--- src/rtl/controle_medida_pkg.sv ---
// Shared definitions for the HC-SR04 measurement controller.
// Contents: FSM state encoding (values double as the estado_db debug code)
//           and default clock-count constants for a 50 MHz core clock.
package controle_medida_pkg;

  typedef enum logic [3:0] {
    OCIOSO    = 4'd0,
    PREPARA   = 4'd1,
    ENVIA     = 4'd2,
    ESPERA    = 4'd3,
    ARMAZENA  = 4'd4,
    FORA      = 4'd5,
    TEMPO     = 4'd6,
    FINAL     = 4'd7,
    INTERVALO = 4'd8
  } estado_t;

  localparam int PERIODO_50MHZ    = 3_000_000;  // 60 ms trigger-to-trigger
  localparam int TIMEOUT_50MHZ    = 1_500_000;  // 30 ms echo window
  localparam int N_ESTAVEL_PADRAO = 3;
  localparam int LARG_CNT_PADRAO  = 22;

endpackage

--- src/rtl/controle_medida_hcsr04_filtro_andar.sv ---
// Floor stability filter: publishes a floor only after N_ESTAVEL equal samples.
// Latency: andar_valido/andar_novo update on the edge ending the sample cycle.
// Backpressure: none; samples are taken whenever amostra is high.
// Ports: clock, reset (async, active-high); amostra = take andar_fd this cycle;
//        limpa = clear the run counter; andar_valido = stable floor;
//        andar_novo = one-cycle strobe when andar_valido changes.
module filtro_andar #(
  parameter int N_ESTAVEL = 3
) (
  input  logic       clock,
  input  logic       reset,
  input  logic       amostra,
  input  logic       limpa,
  input  logic [1:0] andar_fd,
  output logic [1:0] andar_valido,
  output logic       andar_novo
);

  localparam int              LC    = $clog2(N_ESTAVEL + 1);
  localparam logic [LC-1:0]   N_MAX = LC'(N_ESTAVEL);

  logic [LC-1:0] cnt;
  logic [LC-1:0] cnt_prox;
  logic [1:0]    ultima;

  // Run length of equal samples, saturating so a long stable run never wraps
  // back below N_MAX.
  always_comb begin
    cnt_prox = cnt;
    if (andar_fd == ultima) begin
      if (cnt != N_MAX) cnt_prox = cnt + 1'b1;
    end else begin
      cnt_prox = LC'(1);
    end
  end

  always_ff @(posedge clock or posedge reset) begin
    if (reset) begin
      cnt          <= '0;
      ultima       <= '0;
      andar_valido <= '0;
      andar_novo   <= 1'b0;
    end else begin
      andar_novo <= 1'b0;
      if (limpa) begin
        cnt <= '0;
      end else if (amostra) begin
        cnt    <= cnt_prox;
        ultima <= andar_fd;
        if (cnt_prox == N_MAX && andar_fd != andar_valido) begin
          andar_valido <= andar_fd;
          andar_novo   <= 1'b1;
        end
      end
    end
  end

endmodule

--- src/rtl/controle_medida_hcsr04.sv ---
// HC-SR04 measurement sequencer: zera -> gera -> wait echo -> registra/abort -> pronto.
// Latency: medir to gera 2 clocks; continuous mode re-triggers every PERIODO clocks.
// Backpressure: none; a started cycle always runs through FINAL before idling.
// Ports: clock, reset (async, active-high); habilita/continuo/medir control;
//        fim_medida/fim/andar_fd from the datapath; zera/gera/registra to the
//        datapath; pronto/erro_timeout/fora_alcance/andar_novo one-cycle strobes;
//        andar_valido last published floor; estado_db state code.
// Macro ANDAR_FILTRO_EN: when defined, floors pass through filtro_andar; when
// undefined, andar_valido follows every stored measurement directly.
module controle_medida_hcsr04
  import controle_medida_pkg::*;
#(
  parameter int PERIODO   = PERIODO_50MHZ,
  parameter int TIMEOUT   = TIMEOUT_50MHZ,
  parameter int N_ESTAVEL = N_ESTAVEL_PADRAO,
  parameter int LARG_CNT  = LARG_CNT_PADRAO
) (
  input  logic       clock,
  input  logic       reset,
  input  logic       habilita,
  input  logic       continuo,
  input  logic       medir,
  input  logic       fim_medida,
  input  logic       fim,
  input  logic [1:0] andar_fd,
  output logic       zera,
  output logic       gera,
  output logic       registra,
  output logic       pronto,
  output logic       erro_timeout,
  output logic       fora_alcance,
  output logic [1:0] andar_valido,
  output logic       andar_novo,
  output logic [3:0] estado_db
);

  // Both timers read 0 in the ENVIA cycle and k in the k-th cycle after it.
  // INTERVALO leaves one cycle early so PREPARA+ENVIA land the next gera
  // exactly PERIODO clocks after the previous one.
  localparam logic [LARG_CNT-1:0] LIM_PER = LARG_CNT'(PERIODO - 2);
  localparam logic [LARG_CNT-1:0] LIM_TO  = LARG_CNT'(TIMEOUT - 1);

  // The slowest path (timeout) must reach INTERVALO before the period expires.
  localparam bit PARAMS_OK = (PERIODO >= TIMEOUT + 8) && (N_ESTAVEL >= 1);

  parametros_ok: assert property (@(posedge clock) PARAMS_OK);

  estado_t             estado;
  logic [LARG_CNT-1:0] tmr_per;
  logic [LARG_CNT-1:0] tmr_to;

  assign estado_db = estado;

  always_ff @(posedge clock or posedge reset) begin
    if (reset) begin
      estado       <= OCIOSO;
      zera         <= 1'b0;
      gera         <= 1'b0;
      registra     <= 1'b0;
      pronto       <= 1'b0;
      erro_timeout <= 1'b0;
      fora_alcance <= 1'b0;
      tmr_per      <= '0;
      tmr_to       <= '0;
    end else begin
      zera         <= 1'b0;
      gera         <= 1'b0;
      registra     <= 1'b0;
      pronto       <= 1'b0;
      erro_timeout <= 1'b0;
      fora_alcance <= 1'b0;

      // Period timer runs in every state and is only cleared entering ENVIA.
      if (tmr_per != '1) tmr_per <= tmr_per + 1'b1;

      case (estado)
        OCIOSO: begin
          if (habilita && (continuo || medir)) begin
            estado <= PREPARA;
            zera   <= 1'b1;
          end
        end
        PREPARA: begin
          estado  <= ENVIA;
          gera    <= 1'b1;
          tmr_per <= '0;
          tmr_to  <= '0;
        end
        ENVIA: begin
          estado <= ESPERA;
          if (tmr_to != '1) tmr_to <= tmr_to + 1'b1;
        end
        ESPERA: begin
          if (tmr_to != '1) tmr_to <= tmr_to + 1'b1;
          if (fim) begin
            estado       <= FORA;
            fora_alcance <= 1'b1;
          end else if (fim_medida) begin
            estado   <= ARMAZENA;
            registra <= 1'b1;
          end else if (tmr_to == LIM_TO) begin
            estado       <= TEMPO;
            erro_timeout <= 1'b1;
          end
        end
        ARMAZENA, FORA, TEMPO: begin
          estado <= FINAL;
          pronto <= 1'b1;
        end
        FINAL: begin
          estado <= (continuo && habilita) ? INTERVALO : OCIOSO;
        end
        INTERVALO: begin
          if (!habilita || !continuo) begin
            estado <= OCIOSO;
          end else if (tmr_per == LIM_PER) begin
            estado <= PREPARA;
            zera   <= 1'b1;
          end
        end
        default: estado <= OCIOSO;
      endcase
    end
  end

`ifdef ANDAR_FILTRO_EN
  logic amostra;
  logic limpa;

  assign amostra = (estado == ARMAZENA);
  assign limpa   = (estado == FORA) || (estado == TEMPO);

  filtro_andar #(
    .N_ESTAVEL(N_ESTAVEL)
  ) u_filtro (
    .clock       (clock),
    .reset       (reset),
    .amostra     (amostra),
    .limpa       (limpa),
    .andar_fd    (andar_fd),
    .andar_valido(andar_valido),
    .andar_novo  (andar_novo)
  );
`else
  // Unfiltered: every stored measurement is published; aborted cycles keep
  // the previous floor.
  always_ff @(posedge clock or posedge reset) begin
    if (reset) begin
      andar_valido <= '0;
      andar_novo   <= 1'b0;
    end else begin
      andar_novo <= 1'b0;
      if (estado == ARMAZENA) begin
        andar_valido <= andar_fd;
        andar_novo   <= (andar_fd != andar_valido);
      end
    end
  end
`endif

endmodule

--- config.mk ---
export PLATFORM = sky130hd
export DESIGN_NAME = controle_medida_hcsr04
export DESIGN_NICKNAME = d
export VERILOG_FILES = /design/src/rtl/controle_medida_pkg.sv /design/src/rtl/controle_medida_hcsr04_filtro_andar.sv /design/src/rtl/controle_medida_hcsr04.sv
export SDC_FILE = /design/constraint.sdc
export NUM_CORES = 1
export LEC_CHECK = 0
export ABC_CLOCK_PERIOD_IN_PS = 4800
export CAP_MARGIN = 10
export CORE_MARGIN = 2
export CORE_UTILIZATION = 63
export DETAILED_ROUTE_END_ITERATION = 7
export PLACE_DENSITY = 0.88
export SLEW_MARGIN = 20
export SYNTH_ARGS = -nofsm -noshare
export SYNTH_HDL_FRONTEND = slang
export SYNTH_SLANG_ARGS = --single-unit
--- constraint.sdc ---
create_clock -name clock -period 4.8 [get_ports clock]
set_input_delay 1.44 -clock clock [delete_from_list [all_inputs] [get_ports clock]]
set_output_delay 1.44 -clock clock [all_outputs]
set_load 0.1 [all_outputs]
==> impl_metrics.py <==
metrics = {
    "synthesis": {
        "syn_inst": 340,
        "synth.cell_area_um2": 3240,
        "synth_top_area_frac": 0.440,
        "yosysUniqueCellTypes": 60,
        "syn-num-nets": 352,
        "ys_warn_count": 0,
        "ys_seq_area_frac": 0.440,
        "ys_ff_latch": 57,
        "ys_dominant_reg_cell": "dfrtp_1",
        "yosysTopAreaCell": "dfrtp_1",
        "synth.area.top_cells": "dfrtp_1 (44%), nor2_1 (4.5%), nand2_1 (3.7%)",
        "async_flop_share": 1.00,
        "synth_area_per_cell_um2": 9.54,
        "synth_edf_count": 0,
    },
    "timing": {
        "period_share": 0.763,
        "worst_slew_pin_slew_ps": 988,
        "max_freq_mhz": 273,
        "rsz0062_at_grt": "no",
        "hold_viol_final": 0,
        "max_slew_margin": 0.339,
        "fin_crit_ps": 3660,
        "clock_skew_ps": 8.93,
        "finalSetupTns_ps": 0,
        "setup_viol": 0,
        "maxSlewViolCount": 0,
    },
    "global_routing": {
        "busiest_layer": "met2",
        "track_usage": 0.272,
        "antenna_found_initial": 0,
        "grt.met1_usage": 0.374,
        "use_met3": 0.0410,
        "grt_max_degree": 42,
        "grt_pass1_wl_um": 11700,
        "grt_overflow_total": 0,
        "use_met2": 0.418,
        "grt_pass1_vias": 2580,
    },
    "critical_path": {
        "worstSetupPathType": "flop to output port",
        "reg2reg_to": "tmr_to[0]",
        "cpMaxStageDelayCell": "clkdlybuf4s50_1",
        "path_buf_inv": 1,
        "cp-endpoint": "estado_db[3]",
        "cp_top_family": "buffers and inverters",
        "end_kind": "output port",
        "critical_path.max_fanout": 15,
        "crit_start": "estado_db[3]",
        "reg2reg_depth": 6,
        "crit_cells": 1,
        "slowest_delay_ps": 1230,
        "cp.required_ps": 3360,
        "crit_chain": "clkdlybuf4s50_1",
        "start_kind": "flop",
        "crit_arrival_ps": 2220,
        "r2r-start": "estado_db[3]",
        "rrSetupSlack_ps": 2430,
    },
    "cells_and_area": {
        "ff_latch_area_um2": 1430,
        "multi_input_area_um2": 1700,
        "final_nets": 373,
        "n_fill_cell": 350,
        "num_antenna_cells": 0,
        "syn_to_final_growth_pct": 13.9,
        "drive_gt1_frac": 0.0984,
        "post-route-util": 0.733,
    },
    "routing": {
        "viasPerCell": 6.48,
        "drt_pass1_iterations": 5,
        "wl_um": 7320,
        "vias": 2825,
        "drcViolationCount": 0,
        "final_antenna_net_count": 0,
        "drtIter0Drc": 262,
        "wl_per_cell_um": 16.8,
    },
    "cts": {
        "postCtsSetupBuffers": 0,
        "cts_buffers": 9,
        "cts_root_buf": "clkbuf_8",
        "clk-insertion-delay-late_ps": 330,
        "clock_path_buffers": 2,
        "cts_resized": 0,
        "htree_levels": 3,
        "cts.sinks": 57,
        "cts_tree": "yes",
        "path_clk_slew_ps": 60,
        "hold_buffers": 0,
    },
    "floorplanning": {
        "floorplan.initialDensity": 0.643,
        "rows": 26,
        "die_h_um": 75.8,
        "ios": 22,
        "dieWidth_um": 75.8,
        "core_um2": 5040,
        "dieArea_um2": 5740,
    },
    "placed_design": {
        "gp_congestion": 0.864,
        "port_buffers": 21,
        "dp_hpwl_um": 4850,
    },
    "worst_hold_path": {
        "hp-class": "flop to flop",
    },
    "power": {
        "max-vdd-ir-drop_mv": 0.584,
        "leakage_uw": 0.00157,
        "powerDensity_nw_per_um2": 506,
    },
    "run_status": {
        "outcome": "complete, no violations",
    },
    "job": {
        "cap_violations": 0,
    },
}
[worst reg2reg max path: stages (launching register included)]
cell	delay (ps)
dfrtp_1	560
nor2_1	170
nand3_1	650
clkinv_1	180
buf_4	320
nor2_1	110
mux2_2	270
[registers in the layout, indices dropped and copies added, names as in the netlist, 2 cells and up]
signal        count
tmr_per          22
tmr_to           22
estado_db         4
andar_valido      2
[worst min-delay path by stage]
stage                             to        from  cells after the start  slack [ps]
final                     tmr_to[18]  tmr_to[18]                      1         500
after global routing      tmr_to[18]  tmr_to[18]                      1         530
after CTS                 tmr_to[18]  tmr_to[18]                      1         500
after detailed placement  tmr_to[18]  tmr_to[18]                      1         490
after global placement    tmr_to[18]  tmr_to[18]                      1         480
after floorplan           tmr_to[18]  tmr_to[18]                      1         440
[placed cells by master, fill, tap and decap left out, types with 2 or more instances in the layout]
cell type and count:
nor4b_1 4, a21oi_1 17, nand2b_1 5, clkinv_2 2, clkdlybuf4s50_1 21, inv_1 5, a41o_1 2, a31oi_1 9
a21boi_0 2, bufinv_16 2, xor2_1 5, and4_1 5, o21ai_0 13, o22a_1 3, nand3_1 16, dfrtp_1 57
clkbuf_8 11, ha_1 3, nand4_1 14, xnor2_1 13, a211oi_1 6, buf_4 2, nand2_1 32, nand4_2 2
o2111a_1 2, nor4_1 9, and2_1 3, nor4bb_1 2, nor3_1 12, nor4_4 2, a31o_2 2, a22o_1 2
and3_1 8, mux2_2 3, nor2_1 39, mux2i_1 3
[logic make-up after synthesis]
family          Yosys count  synth area share
simple gates            164             0.289
xor+xnor                 18            0.0486
buf+inv                  20            0.0359
fa+ha+maj                 3            0.0116
flops                    57             0.440
mux                       6            0.0197
compound gates           72             0.155
[routing by layer]
layer,vias up,part of all wire
li1,1316,-
met1,1366,0.44
met3,16,0.059
met5,-,0
met4,0,0.020
met2,127,0.48
[stage by stage]
| step | instance area, µm² | hold WS, ps | std cells | setup WS, ps | total power (µW) |
|---|---|---|---|---|---|
| 2_1_floorplan | 3240 | 443 | 340 | 1960 | 1230 |
| 3_3_place_gp | 3470 | 478 | 420 | 1540 | 1340 |
| 3_5_place_dp | 3470 | 489 | 420 | 1530 | 1360 |
| 4_1_cts | 3700 | 503 | 436 | 1150 | 1870 |
| 5_1_grt | 3700 | 534 | 436 | 1100 | 1960 |
| 6_report | 3700 | 504 | 436 | 1140 | 1870 |
[synth_stat cells (all sizes together), types with 6 or more instances]
cell type	instances
xnor2	13
nor4	12
buf	8
nor3	13
a211oi	6
inv	6
a31oi	9
a21oi	17
nand4	17
nor2	40
nand3	16
nand2	32
dfrtp	57
o21ai	14
and3	8
[area by class of cell]
type | instances | area share
repair buffers | 23 | 0.0609
well taps | 70 | 0.0237
flip-flops and latches | 57 | 0.386
inverters | 7 | 0.00711
clock inverters | 5 | 0.0210
clock buffers | 11 | 0.0410
multi-input cells | 263 | 0.460
[report_power, final]
part           internal [µW]  switching [µW]
clock network            319             190
registers                552             104
logic                    206             500
total                   1080             794
Power figures use the tool's default switching activity.
